`config.mk`:
```
export PLATFORM = sky130hd
export DESIGN_NAME = serial_frame_rx_flat
export DESIGN_NICKNAME = d
export VERILOG_FILES = /design/src/rtl/serial_frame_rx_if.sv /design/src/rtl/serial_frame_rx.sv /design/src/flat_wrapper.sv
export SDC_FILE = /design/constraint.sdc
export NUM_CORES = 1
export LEC_CHECK = 0
export ABC_AREA = 1
export CAP_MARGIN = 20
export CORE_ASPECT_RATIO = 1.5
export CORE_MARGIN = 4
export CORE_UTILIZATION = 30
export DETAILED_ROUTE_END_ITERATION = 7
export GPL_TIMING_DRIVEN = 0
export SYNTH_ARGS = -nofsm -noshare
export SYNTH_HDL_FRONTEND = slang
export SYNTH_SLANG_ARGS = --single-unit
```
`constraint.sdc`:
```
create_clock -name clk -period 1.5 [get_ports clk]
set_input_delay 0.15 -clock clk [delete_from_list [all_inputs] [get_ports clk]]
set_output_delay 0.15 -clock clk [all_outputs]
set_load 0.02 [all_outputs]
```
`src/rtl/serial_frame_rx_if.sv`:
```
// serial_frame_rx_if
// Groups the serial receive stream and the parallel word result.
//   din        : serial data from the upstream flip-flop Q
//   din_en     : bit-sample enable
//   dout       : last correctly framed data word
//   dout_valid : one-cycle strobe, dout updated this cycle
//   parity_err : one-cycle flag alongside dout_valid on a parity mismatch
//   frame_err  : one-cycle flag, stop bit sampled as 0
//   busy       : frame in progress
// master = stream source / word consumer, slave = the receiver.
interface serial_frame_rx_if #(
    parameter int WIDTH = 8
);
    logic             din;
    logic             din_en;
    logic [WIDTH-1:0] dout;
    logic             dout_valid;
    logic             parity_err;
    logic             frame_err;
    logic             busy;

    modport master (
        output din,
        output din_en,
        input  dout,
        input  dout_valid,
        input  parity_err,
        input  frame_err,
        input  busy
    );

    modport slave (
        input  din,
        input  din_en,
        output dout,
        output dout_valid,
        output parity_err,
        output frame_err,
        output busy
    );
endinterface

```
`src/rtl/serial_frame_rx.sv`:
```
// serial_frame_rx
// Reassembles framed words from a registered serial stream. A frame is:
// start bit (0), WIDTH data bits LSB first, even-parity bit, stop bit (1).
// The line idles high.
// Ports:
//   clk   : rising-edge clock
//   rst_n : asynchronous active-low reset
//   rx    : serial_frame_rx_if.slave (din, din_en in; dout, dout_valid,
//           parity_err, frame_err, busy out)
//
// state     | meaning
// ----------+---------------------------------------------------------
// ST_IDLE   | line idle, waiting for an enabled sample of 0 (start bit)
// ST_DATA   | shifting in WIDTH data bits, LSB first
// ST_PARITY | capturing the received parity bit
// ST_STOP   | checking the stop bit, delivering the word or frame error
module serial_frame_rx #(
    parameter int WIDTH = 8
) (
    input  logic            clk,
    input  logic            rst_n,
    serial_frame_rx_if.slave rx
);

    localparam int CNT_W = $clog2(WIDTH + 1);

    typedef enum logic [1:0] {
        ST_IDLE   = 2'd0,
        ST_DATA   = 2'd1,
        ST_PARITY = 2'd2,
        ST_STOP   = 2'd3
    } state_t;

    state_t             state_q, state_d;
    logic [WIDTH-1:0]   shift_q, shift_d;
    logic [CNT_W-1:0]   cnt_q,   cnt_d;
    logic               par_q,   par_d;
    logic [WIDTH-1:0]   dout_q,  dout_d;
    logic               valid_q, valid_d;
    logic               perr_q,  perr_d;
    logic               ferr_q,  ferr_d;

    always_ff @(posedge clk or negedge rst_n) begin
        if (!rst_n) begin
            state_q <= ST_IDLE;
            shift_q <= '0;
            cnt_q   <= '0;
            par_q   <= 1'b0;
            dout_q  <= '0;
            valid_q <= 1'b0;
            perr_q  <= 1'b0;
            ferr_q  <= 1'b0;
        end else begin
            state_q <= state_d;
            shift_q <= shift_d;
            cnt_q   <= cnt_d;
            par_q   <= par_d;
            dout_q  <= dout_d;
            valid_q <= valid_d;
            perr_q  <= perr_d;
            ferr_q  <= ferr_d;
        end
    end

    always_comb begin
        state_d = state_q;
        shift_d = shift_q;
        cnt_d   = cnt_q;
        par_d   = par_q;
        dout_d  = dout_q;
        // Status outputs are pulses: they drop on every edge, enabled or not.
        valid_d = 1'b0;
        perr_d  = 1'b0;
        ferr_d  = 1'b0;

        if (rx.din_en) begin
            unique case (state_q)
                ST_IDLE: begin
                    if (!rx.din) begin
                        state_d = ST_DATA;
                        cnt_d   = '0;
                    end
                end
                ST_DATA: begin
                    // Right shift with new bit at MSB: first bit lands in bit 0.
                    shift_d = {rx.din, shift_q[WIDTH-1:1]};
                    cnt_d   = cnt_q + 1'b1;
                    if (cnt_q == CNT_W'(WIDTH - 1)) begin
                        state_d = ST_PARITY;
                    end
                end
                ST_PARITY: begin
                    par_d   = rx.din;
                    state_d = ST_STOP;
                end
                ST_STOP: begin
                    if (rx.din) begin
                        dout_d  = shift_q;
                        valid_d = 1'b1;
                        // Parity errors still deliver the word.
                        perr_d  = (^shift_q) ^ par_q;
                    end else begin
                        // A low stop bit is not taken as the next start bit.
                        ferr_d  = 1'b1;
                    end
                    state_d = ST_IDLE;
                end
                default: state_d = ST_IDLE;
            endcase
        end
    end

    assign rx.dout       = dout_q;
    assign rx.dout_valid = valid_q;
    assign rx.parity_err = perr_q;
    assign rx.frame_err  = ferr_q;
    assign rx.busy       = (state_q != ST_IDLE);

endmodule
```
`src/flat_wrapper.sv`:
```
// flat-port wrapper written by rule: the top's interface ports become plain ports
module serial_frame_rx_flat 
#(
    parameter int WIDTH = 8
)
  (clk, rst_n, rx_din, rx_din_en, rx_dout, rx_dout_valid, rx_parity_err, rx_frame_err, rx_busy);
  serial_frame_rx_if #(.WIDTH(WIDTH)) rx_i ();
  input  logic clk;
  input  logic rst_n;
  input wire logic [$bits(rx_i.din)-1:0] rx_din;
  input wire logic [$bits(rx_i.din_en)-1:0] rx_din_en;
  output wire logic [$bits(rx_i.dout)-1:0] rx_dout;
  output wire logic [$bits(rx_i.dout_valid)-1:0] rx_dout_valid;
  output wire logic [$bits(rx_i.parity_err)-1:0] rx_parity_err;
  output wire logic [$bits(rx_i.frame_err)-1:0] rx_frame_err;
  output wire logic [$bits(rx_i.busy)-1:0] rx_busy;
  assign rx_i.din = rx_din;
  assign rx_i.din_en = rx_din_en;
  assign rx_dout = rx_i.dout;
  assign rx_dout_valid = rx_i.dout_valid;
  assign rx_parity_err = rx_i.parity_err;
  assign rx_frame_err = rx_i.frame_err;
  assign rx_busy = rx_i.busy;
  serial_frame_rx #(.WIDTH(WIDTH)) u_core (.clk(clk), .rst_n(rst_n), .rx(rx_i));
endmodule
```
==> qor.yml <==
outcome:
  status: "finished, final reports clean"
sta:
  final.min_clock_period_ps: 1388
  timing.hold.ws_ps: 275.7
  post-route-period-util_pct: 92.50
  rsz0062_at_grt: "false"
  skew_ps: 1.982
  timing_hold_violations_final: 0
  slew_violations: 0
  maxSlewHeadroom_pct: 58.11
  tightest_slew_ps: 626.4
  setup_viol: 0
  fmax_mhz: 720.7
place:
  dp_cells: 212
  place_congestion: 0.7792
  hpwl_um: 1762
  port_buffers: 15
logic_synthesis:
  seq_area_frac_synth_pct: 50.98
  syn_nets: 161
  syn_area_per_cell_um2: 8.452
  synth_cells: 151
  mappedNetlistArea_mm2: 0.001276
  synth_cell_types: 19
  ys_warn_count: 0
  yosys_register_bits: 26
clock_tree:
  numClockSinks: 26
  path_clk_slew_ps: 80
  clockRootBuffer: "clkbuf_8"
  clk_path_buf_depth: 2
  cts_tree: "done"
  ctsHtreeMaxLevel: 1
  clock_latency_ps: 260
  cts_buffers: 3
  cts_hold_buf: 0
critical_path:
  cpPeakStageDelay_ps: 610
  cp.arrival_ps: 1240
  cp.required_ps: 1350
  path_cells: "clkdlybuf4s50_1"
  worst_path_max_delay_cell: "clkdlybuf4s50_1"
  worstReg2RegStart: "u_core.state_q[0]"
  crit_family: "buffers and inverters"
  r2r_cells: 6
  start_kind: "flip-flop"
  worstReg2RegEnd: "u_core.state_q[0]"
  r2r_slack_ps: 160
  end_kind: "primary output"
  worstSetupPathType: "reg2out"
  cp.buffers_inverters: 1
  cp_max_fo: 2
die:
  ioPinCount: 16
  die_h_um: 87.88
  die_w_um: 61.26
  core_mm2: 0.004029
  start_util_pct: 31.68
  rows: 28
  dieArea_mm2: 0.005383
global_routing:
  grt-ovfl-total: 0
  grt_max_degree: 17
  grt_pass1_wl_um: 4022
  grt_pass1_vias: 981
  grt_use_total_pct: 9.546
  antenna_found_initial: 0
power_and_ir_drop:
  irDropWorstVdd_v: 0.0009466
  power.density_mw_per_mm2: 1892
  power.total_uw: 2968
  p_leak_uw: 0.0007654
final_layout:
  nets: 183
  n_fill_cell: 400
  drive_gt1_share_pct: 16.96
  utilization_pct: 38.94
  final-instance-count-excl-fill: 216
  n_antenna_cell: 0
  syn_to_final_growth_pct: 22.94
drt:
  first_iter_violations: 22
  antenna_left: 0
  dr.pass1.iters: 4
  vias: 972
  avgRoutedWirePerCell_um: 10.09
  viasPerCell: 4.500
  routed_wl_um: 2179
  drc_errors: 0
flow_run:
  cap_violations: 0
min_path:
  min_path_type: "in2async"
sequential cells by signal, indices dropped and copies added, names as in the netlist:
| name | flops |
|---|---|
| u_core.rx.dout | 8 |
| u_core.shift_q | 8 |
| u_core.cnt_q | 4 |
| u_core.state_q | 2 |
| u_core.par_q | 1 |
| u_core.rx.dout_valid | 1 |
| u_core.rx.frame_err | 1 |
| u_core.rx.parity_err | 1 |
power by group:
part | internal (µW) | switching [µW] | total (µW) | leakage [µW]
combinational | 598 | 835 | 1430 | 0.000401
sequential | 960 | 202 | 1160 | 0.000343
clock | 179 | 194 | 373 | 0.0000216
total | 1740 | 1230 | 2970 | 0.000765
cell families after synthesis:
logic type      synth area share, %
buf+inv                       7.058
compound gates                13.04
flops                         50.98
simple gates                  23.04
fa+ha+maj                     5.882
worst max-delay path by stage:
| stage | endpoint | startpoint | slack (ps) | cells after the start |
|---|---|---|---|---|
| global placement | u_core.shift_q[1] | u_core.state_q[1] | -120 | 6 |
| floorplan | u_core.shift_q[0] | u_core.state_q[1] | 190 | 6 |
| global route | u_core.rx.dout[0] | u_core.state_q[1] | 50 | 7 |
| finish | rx_dout[7] | u_core.rx.dout[7] | 110 | 1 |
| detailed placement | u_core.shift_q[1] | u_core.state_q[1] | -100 | 6 |
| CTS | rx_busy | u_core.state_q[0] | 1 | 4 |
layer usage:
layer | global-route usage [%] | wire (µm)
met1 | 11.52 | 979
met3 | 1.770 | 82
met5 | 0 | 0
met2 | 16.67 | 1083
met4 | 2.959 | 33
placed cells by master, fill, tap and decap left out:
cell type / netlist / layout
a21oi_2: 1 / 1
nand2_1: 54 / 53
ha_2: 0 / 2
buf_6: 1 / 1
o21ai_0: 11 / 11
dfrtp_1: 26 / 26
clkbuf_2: 0 / 1
buf_4: 0 / 2
inv_2: 3 / 6
a31oi_1: 1 / 1
nor2_1: 4 / 4
nand3_1: 5 / 5
a21oi_1: 6 / 6
inv_1: 17 / 14
nor3_1: 2 / 2
buf_16: 0 / 1
o21ai_2: 7 / 8
ha_1: 6 / 4
clkbuf_8: 0 / 3
nand2_2: 2 / 3
nor3_4: 1 / 1
clkdlybuf4s50_1: 0 / 14
nand4_1: 2 / 2
stage by stage:
| step | setup slack, ps | TNS, ps | instance area, µm² |
|---|---|---|---|
| after detailed placement | -96.55 | -667.7 | 1510 |
| after CTS | 1.283 | 0 | 1551 |
| final | 112.5 | 0 | 1569 |
| after global routing | 46.69 | 0 | 1569 |
| after global placement | -122.8 | -2908 | 1483 |
| after floorplan | 187.0 | 0 | 1276 |
cell usage after synthesis:
master / instances / area, µm²
nor3_4: 1 / 16.27
a21oi_1: 6 / 30.03
buf_6: 1 / 11.26
nand2_2: 2 / 12.51
dfrtp_1: 26 / 650.6
nand3_1: 5 / 25.02
nor2_1: 4 / 15.01
inv_1: 17 / 63.81
a31oi_1: 1 / 6.260
o21ai_0: 11 / 55.05
inv_2: 3 / 11.26
o21ai_2: 7 / 61.31
nor3_1: 2 / 10.01
ha_1: 6 / 75.07
nand4_1: 2 / 12.51
clkbuf_1: 1 / 3.750
o21ai_1: 1 / 5.000
a21oi_2: 1 / 8.760
nand2_1: 54 / 202.7
repair_timing:
item                                    CTS  global route
endpoints found under the setup margin    9            15
pin swaps                                 0             1
gates resized for setup                   5             5
buffers inserted                          0             2
layout make-up:
class / instances / area (µm²) / share of cell area (%)
clock buffers: 3 / 41.29 / 2.632
well taps: 45 / 56.30 / 3.589
inverters: 20 / 75.07 / 4.785
plain buffers: 1 / 11.26 / 0.7177
multi-input cells: 103 / 546.8 / 34.85
flip-flops and latches: 26 / 650.6 / 41.47
repair buffers: 18 / 187.7 / 11.96
Note: power is estimated with default switching activity, not from simulation.
